--- config.mk ---
export PLATFORM = sky130hd
export DESIGN_NAME = alu_mul_sequencer
export DESIGN_NICKNAME = d
export VERILOG_FILES = /design/src/rtl/alu_mul_sequencer_pkg.sv /design/src/rtl/alu_mul_sequencer_alu.sv /design/src/rtl/alu_mul_sequencer.sv
export SDC_FILE = /design/constraint.sdc
export NUM_CORES = 1
export LEC_CHECK = 0
export ABC_CLOCK_PERIOD_IN_PS = 6910
export CAP_MARGIN = 10
export CORE_ASPECT_RATIO = 1.1
export CORE_MARGIN = 2
export CORE_UTILIZATION = 57
export CTS_BUF_LIST = sky130_fd_sc_hd__clkbuf_4
export DETAILED_ROUTE_END_ITERATION = 6
export PLACE_DENSITY = 0.86
export SKIP_CTS_REPAIR_TIMING = 1
export SYNTH_ARGS = -nofsm -noshare
export SYNTH_HDL_FRONTEND = slang
export SYNTH_SLANG_ARGS = --single-unit
export TNS_END_PERCENT = 30
--- constraint.sdc ---
create_clock -name clk -period 6.91 [get_ports clk]
set_input_delay 2.073 -clock clk [delete_from_list [all_inputs] [get_ports clk]]
set_output_delay 2.073 -clock clk [all_outputs]
set_load 0.01 [all_outputs]
--- src/rtl/alu_mul_sequencer_pkg.sv ---
// Shared definitions for the shift-and-add MUL sequencer.
// Contents:
//   - DEFAULT_WORD_BITWIDTH : default operand/product width
//   - alu_op_e              : operation codes understood by the team ALU
//   - seq_state_e           : sequencer state encoding (2 bits)
package alu_mul_sequencer_pkg;

  localparam int DEFAULT_WORD_BITWIDTH = 32;

  typedef enum logic [3:0] {
    ALU_AND       = 4'b0000,
    ALU_OR        = 4'b0001,
    ALU_ADD       = 4'b0010,
    ALU_XOR       = 4'b0011,
    ALU_SLL       = 4'b0100,
    ALU_SRL       = 4'b0101,
    ALU_SUBTRACT  = 4'b0110,
    ALU_LESS_THAN = 4'b0111
  } alu_op_e;

  typedef enum logic [1:0] {
    ST_IDLE = 2'd0,
    ST_RUN  = 2'd1,
    ST_DONE = 2'd2
  } seq_state_e;

endpackage

--- src/rtl/alu_mul_sequencer_alu.sv ---
// Team combinational ALU.
// Ports:
//   op_i     : operation select (alu_op_e)
//   a_i, b_i : operands, WIDTH bits
//   result_o : operation result, WIDTH bits (carries/borrows are dropped)
//   zero_o   : high when result_o is all zeros
module alu_mul_sequencer_alu
  import alu_mul_sequencer_pkg::*;
#(
  parameter int WIDTH = DEFAULT_WORD_BITWIDTH
) (
  input  alu_op_e          op_i,
  input  logic [WIDTH-1:0] a_i,
  input  logic [WIDTH-1:0] b_i,
  output logic [WIDTH-1:0] result_o,
  output logic             zero_o
);

  localparam int SHAMT_BITWIDTH = $clog2(WIDTH);

  // Operation decode; shifts use only the low log2(WIDTH) bits of b_i.
  always_comb begin
    result_o = '0;
    case (op_i)
      ALU_AND:       result_o = a_i & b_i;
      ALU_OR:        result_o = a_i | b_i;
      ALU_ADD:       result_o = a_i + b_i;
      ALU_XOR:       result_o = a_i ^ b_i;
      ALU_SLL:       result_o = a_i << b_i[SHAMT_BITWIDTH-1:0];
      ALU_SRL:       result_o = a_i >> b_i[SHAMT_BITWIDTH-1:0];
      ALU_SUBTRACT:  result_o = a_i - b_i;
      ALU_LESS_THAN: result_o = {{(WIDTH-1){1'b0}}, ($signed(a_i) < $signed(b_i))};
      default:       result_o = '0;
    endcase
  end

  assign zero_o = (result_o == '0);

endmodule

--- src/rtl/alu_mul_sequencer.sv ---
// Multi-cycle shift-and-add multiplier (low half of the product) built
// around one team ALU instance that performs one addition per RUN cycle.
// Ports:
//   clk, rst                      : clock, asynchronous active-high reset
//   req_valid/req_ready           : operand handshake (req_a multiplicand, req_b multiplier)
//   resp_valid/resp_ready         : product handshake
//   resp_product                  : product mod 2^WORD_BITWIDTH
//   resp_cycles                   : number of RUN cycles the operation took
//   busy                          : high in RUN or DONE (pipeline stall)
module alu_mul_sequencer
  import alu_mul_sequencer_pkg::*;
#(
  parameter int WORD_BITWIDTH = DEFAULT_WORD_BITWIDTH,
  parameter bit EARLY_EXIT    = 1'b1,
  parameter int CNT_BITWIDTH  = 6
) (
  input  logic                     clk,
  input  logic                     rst,
  input  logic                     req_valid,
  output logic                     req_ready,
  input  logic [WORD_BITWIDTH-1:0] req_a,
  input  logic [WORD_BITWIDTH-1:0] req_b,
  output logic                     resp_valid,
  input  logic                     resp_ready,
  output logic [WORD_BITWIDTH-1:0] resp_product,
  output logic [CNT_BITWIDTH-1:0]  resp_cycles,
  output logic                     busy
);

  localparam logic [CNT_BITWIDTH-1:0] LAST_COUNT = CNT_BITWIDTH'(WORD_BITWIDTH - 1);
  localparam logic [CNT_BITWIDTH-1:0] CNT_ONE    = CNT_BITWIDTH'(1);

  seq_state_e                state_q, state_d;
  logic [WORD_BITWIDTH-1:0]  acc_q, acc_d;
  logic [WORD_BITWIDTH-1:0]  mcand_q, mcand_d;
  logic [WORD_BITWIDTH-1:0]  mplier_q, mplier_d;
  logic [CNT_BITWIDTH-1:0]   count_q, count_d;
  logic [WORD_BITWIDTH-1:0]  product_q, product_d;
  logic [CNT_BITWIDTH-1:0]   cycles_q, cycles_d;
  logic [WORD_BITWIDTH-1:0]  alu_sum_s;
  logic                      alu_zero_unused_s;
  logic                      run_last_s;

  // The ALU is held on ADD permanently, so its op never changes mid-run.
  alu_mul_sequencer_alu #(
    .WIDTH (WORD_BITWIDTH)
  ) u_alu (
    .op_i     (ALU_ADD),
    .a_i      (acc_q),
    .b_i      (mcand_q),
    .result_o (alu_sum_s),
    .zero_o   (alu_zero_unused_s)
  );

  // Last RUN cycle: all bit positions consumed, or (early exit) nothing left to add.
  assign run_last_s = (count_q == LAST_COUNT) ||
                      (EARLY_EXIT && ((mplier_q >> 1) == '0));

  // State register.
  always_ff @(posedge clk or posedge rst) begin
    if (rst) begin
      state_q <= ST_IDLE;
    end else begin
      state_q <= state_d;
    end
  end

  // Next-state logic; a response handoff always passes through IDLE before a new accept.
  always_comb begin
    state_d = state_q;
    case (state_q)
      ST_IDLE: state_d = req_valid  ? ST_RUN  : ST_IDLE;
      ST_RUN:  state_d = run_last_s ? ST_DONE : ST_RUN;
      ST_DONE: state_d = resp_ready ? ST_IDLE : ST_DONE;
      default: state_d = ST_IDLE;
    endcase
  end

  // Output decode from the state register.
  always_comb begin
    req_ready  = (state_q == ST_IDLE);
    busy       = (state_q != ST_IDLE);
    resp_valid = (state_q == ST_DONE);
  end

  assign resp_product = product_q;
  assign resp_cycles  = cycles_q;

  // Datapath next-state: load on accept, one shift/add step per RUN cycle.
  always_comb begin
    acc_d     = acc_q;
    mcand_d   = mcand_q;
    mplier_d  = mplier_q;
    count_d   = count_q;
    product_d = product_q;
    cycles_d  = cycles_q;
    case (state_q)
      ST_IDLE: begin
        if (req_valid) begin
          acc_d    = '0;
          mcand_d  = req_a;
          mplier_d = req_b;
          count_d  = '0;
        end else begin
          acc_d    = acc_q;
        end
      end
      ST_RUN: begin
        acc_d    = mplier_q[0] ? alu_sum_s : acc_q;
        mcand_d  = mcand_q << 1;
        mplier_d = mplier_q >> 1;
        count_d  = count_q + CNT_ONE;
        // Capture includes this cycle's add, so the result is ready on DONE entry.
        if (run_last_s) begin
          product_d = acc_d;
          cycles_d  = count_d;
        end else begin
          product_d = product_q;
        end
      end
      ST_DONE: begin
        acc_d = acc_q;
      end
      default: begin
        acc_d = acc_q;
      end
    endcase
  end

  // Datapath registers.
  always_ff @(posedge clk or posedge rst) begin
    if (rst) begin
      acc_q     <= '0;
      mcand_q   <= '0;
      mplier_q  <= '0;
      count_q   <= '0;
      product_q <= '0;
      cycles_q  <= '0;
    end else begin
      acc_q     <= acc_d;
      mcand_q   <= mcand_d;
      mplier_q  <= mplier_d;
      count_q   <= count_d;
      product_q <= product_d;
      cycles_q  <= cycles_d;
    end
  end

endmodule

==> impl_results.md <==
- Crit. Startpoint: state_q[0]$_DFF_PP0_
- Most used flip-flop cell after synthesis: dfrtp_1
- Fin. Hold Viols: 0
- DIE WIDTH: 116 microns
- Post-synth design cell area: 7800 sq um
- Setup TNS: 0 ps
- Clk_lat worst skew: 580 ps
- FF+latch count, synth: 142
- DRC Markers: 0
- Routed length per instance: 15.6 microns
- Sequential area share after synthesis: 0.456
- Unrepaired setup endpoints after global routing: false
- DP Area: 8930 sq um
- Hold Crit Endpoint: resp_cycles[1]$_DFFE_PP0P_
- Global placer's final weighted congestion: 0.929
- CTS Root Cell: clkbuf_4
- Synth Instances: 884
- Dpl hpwl: 12300 microns
- Pleak: 0.00418 uW
- Routed Antenna Nets: 0
- Avg Vias per Cell: 5.76
- CTS tree: yes
- Dpl cells: 1126
- HP Start: resp_cycles[1]$_DFFE_PP0P_
- Post-layout min period: 4160 ps
- GRT Residual Overflow: 0
- Req. time, crit path: 4840 ps
- Total Nets Final: 1062
- Critical path's top delay family: buffers and inverters
- Reg-to-Reg Start: mplier_q[0]$_DFFE_PP0P_
- Share of the synthesized area in the top cell type: 0.456
- Largest net degree at the start of global routing: 101
- Initial antenna violation count: 0
- Worst R2R End: acc_q[19]$_DFFE_PP0P_
- Depth of the worst register-to-register path: 4
- Crit path cell chain: nor2_1 > clkdlybuf4s50_1
- Share of cells above drive strength 1: 0.0554
- Ys async rst share: 1.00
- Final setup vio count: 0
- Post-layout util: 0.696
- Clock sink total: 142
- Max Clk Rate: 240 MHz
- Starting density of the core: 0.588
- Commonest cells post-synth: nand2_1 (198), dfrtp_1 (142), nor2_1 (83)
- Die area: 14600 sq um
- Clk_skew: 27.5 ps
- Rows: 44
- Mapped Avg Cell Area: 8.82 sq um
- Worst Hold Class: reg -> reg
- Routed wire length: 18100 microns
- Area delta synth->final: 18.5%
- Worst R2R Setup Slack: 3700 ps
- I/O Buffers: 108
- Synth warnings: 0
- Number of cells on the worst hold path: 2
- Worst path max stage delay: 630 ps
- Final cell count without fillers: 1158
- Total number of vias: 6670
- Iteration-0 DRC Markers: 457
- Max Cap Viol: 0
- Total GRT Usage: 0.260
- Critical Path AT: 2090 ps
- Design area: 9240 sq um
- Peak supply drop: 180 uV
- Worst Tran Pin Value: 1090 ps
- Peak fanout along the critical path: 4
- Die H: 127 microns
- Period Utilization, post-route: 0.603
- EDFF count, synth: 0
- Pre-antenna DRT Iters: 5
- Slew HR: 0.272
- Top Ports: 109
- Final Max Slew Viols: 0
- CTS H-tree lvls: 4
- Cell taking the most area after synthesis: dfrtp_1
- Fillers: 1070
- Syn nets: 985
- Diodes inserted: 0
- Crit Path Class: reg -> out
- Max Buffers Root-to-Sink: 2
- Most frequent cell after synthesis: nand2_1
- Crit end category: output port
- Total CTS buffers: 17
- Vias in the first global route: 6416
- Synth cell types: 50
- Buf+Inv Stages, Crit Path: 1
- Worst-path clk slew: 140 ps
- Area contributors post-synth: dfrtp_1 (46%), nand2_1 (9.5%), a31oi_1 (5.6%), ha_1 (5.1%), nor2_1 (4.0%)
- PD cells: 556 nW/um^2
- Crit path max-delay cell type: clkdlybuf4s50_1
- Outcome: complete, no violations
- CP Launch Type: flop
- Core Region: 13300 sq um
- First-pass GRT wire length: 30400 microns
==> how the worst max path moves through the flow <==
stage | to | slack, ps | depth (start not counted)
after CTS | req_ready | 2700 | 2
after floorplan | acc_q[0]$_DFFE_PP0P_ | 1030 | 1
after global routing | req_ready | 2670 | 2
after global placement | acc_q[15]$_DFFE_PP0P_ | 2540 | 6
after detailed placement | acc_q[14]$_DFFE_PP0P_ | 2460 | 6
final | req_ready | 2750 | 2
==> power by group <==
group	switching, uW	internal, uW
clock	323	254
combinational	1650	1350
sequential	346	1220
total	2320	2820
==> cell families (layout without fill, tap and decap cells) <==
logic type      count (synthesis)  in the layout  share of synthesized area
mux                            28             28                     0.0359
compound gates                234            234                      0.192
xor+xnor                       34             34                     0.0382
buf+inv                        69            159                     0.0374
simple gates                  344            344                      0.187
flops                         142            142                      0.456
fa+ha+maj                      33             33                     0.0539
==> layout by cell type (no fill, tap or decap), types with 7 or more instances in the layout <==
master           Yosys  final
nand2_1            198    196
xnor2_1             23     23
clkdlybuf4s50_1      0    108
o21ai_1             12     12
a31oi_1             70     70
nor4_1               9      9
a22o_1              23     23
dfrtp_1            142    141
a21oi_1             36     36
ha_1                32     32
o21ai_0             55     55
clkbuf_4             0     18
nand4_1             12     12
xor2_1              11     11
inv_1               13     12
nor2_1              83     83
a21o_1              12     12
mux2i_1             28     28
nor3b_1              7      7
nand3_1             12     12
==> stage by stage <==
stage          hold WS, ps  setup WS, ps  power [uW]
2_1_floorplan          468          1030        3790
3_3_place_gp           464          2540        4440
3_5_place_dp           461          2460        4550
4_1_cts                493          2700        5130
5_1_grt                513          2670        5580
6_report               487          2750        5140
==> worst register-to-register path, cell delays in order (launching register included) <==
cell	delay, ps
dfrtp_2	1110
and2_1	950
nor2_1	430
buf_4	330
a22o_1	260
==> state kept, by name, indices dropped and copies added (netlist names) <==
name,flops
acc_q,32
count_q,6
mcand_q,32
mplier_q,32
resp_cycles,6
resp_product,32
state_q,2
==> area by class of cell <==
cell class              count  area, sq um  share of cell area
multi-input cells         673         3970               0.429
flip-flops and latches    142         3550               0.385
repair buffers            114         1130               0.122
well taps                 184          230              0.0249
clock inverters            14          170              0.0184
clock buffers              18          135              0.0146
inverters                  13         53.8             0.00583
==> per-layer routing <==
metal  wire length [microns]  global-route usage  vias to the layer above
li1                        -                   -                     3258
met1                    8060               0.347                     3161
met2                    8690               0.422                      211
met3                     954              0.0540                       40
met4                     409              0.0907                        0
met5                       0                   0                        -
(Power assumes the default switching activity.)
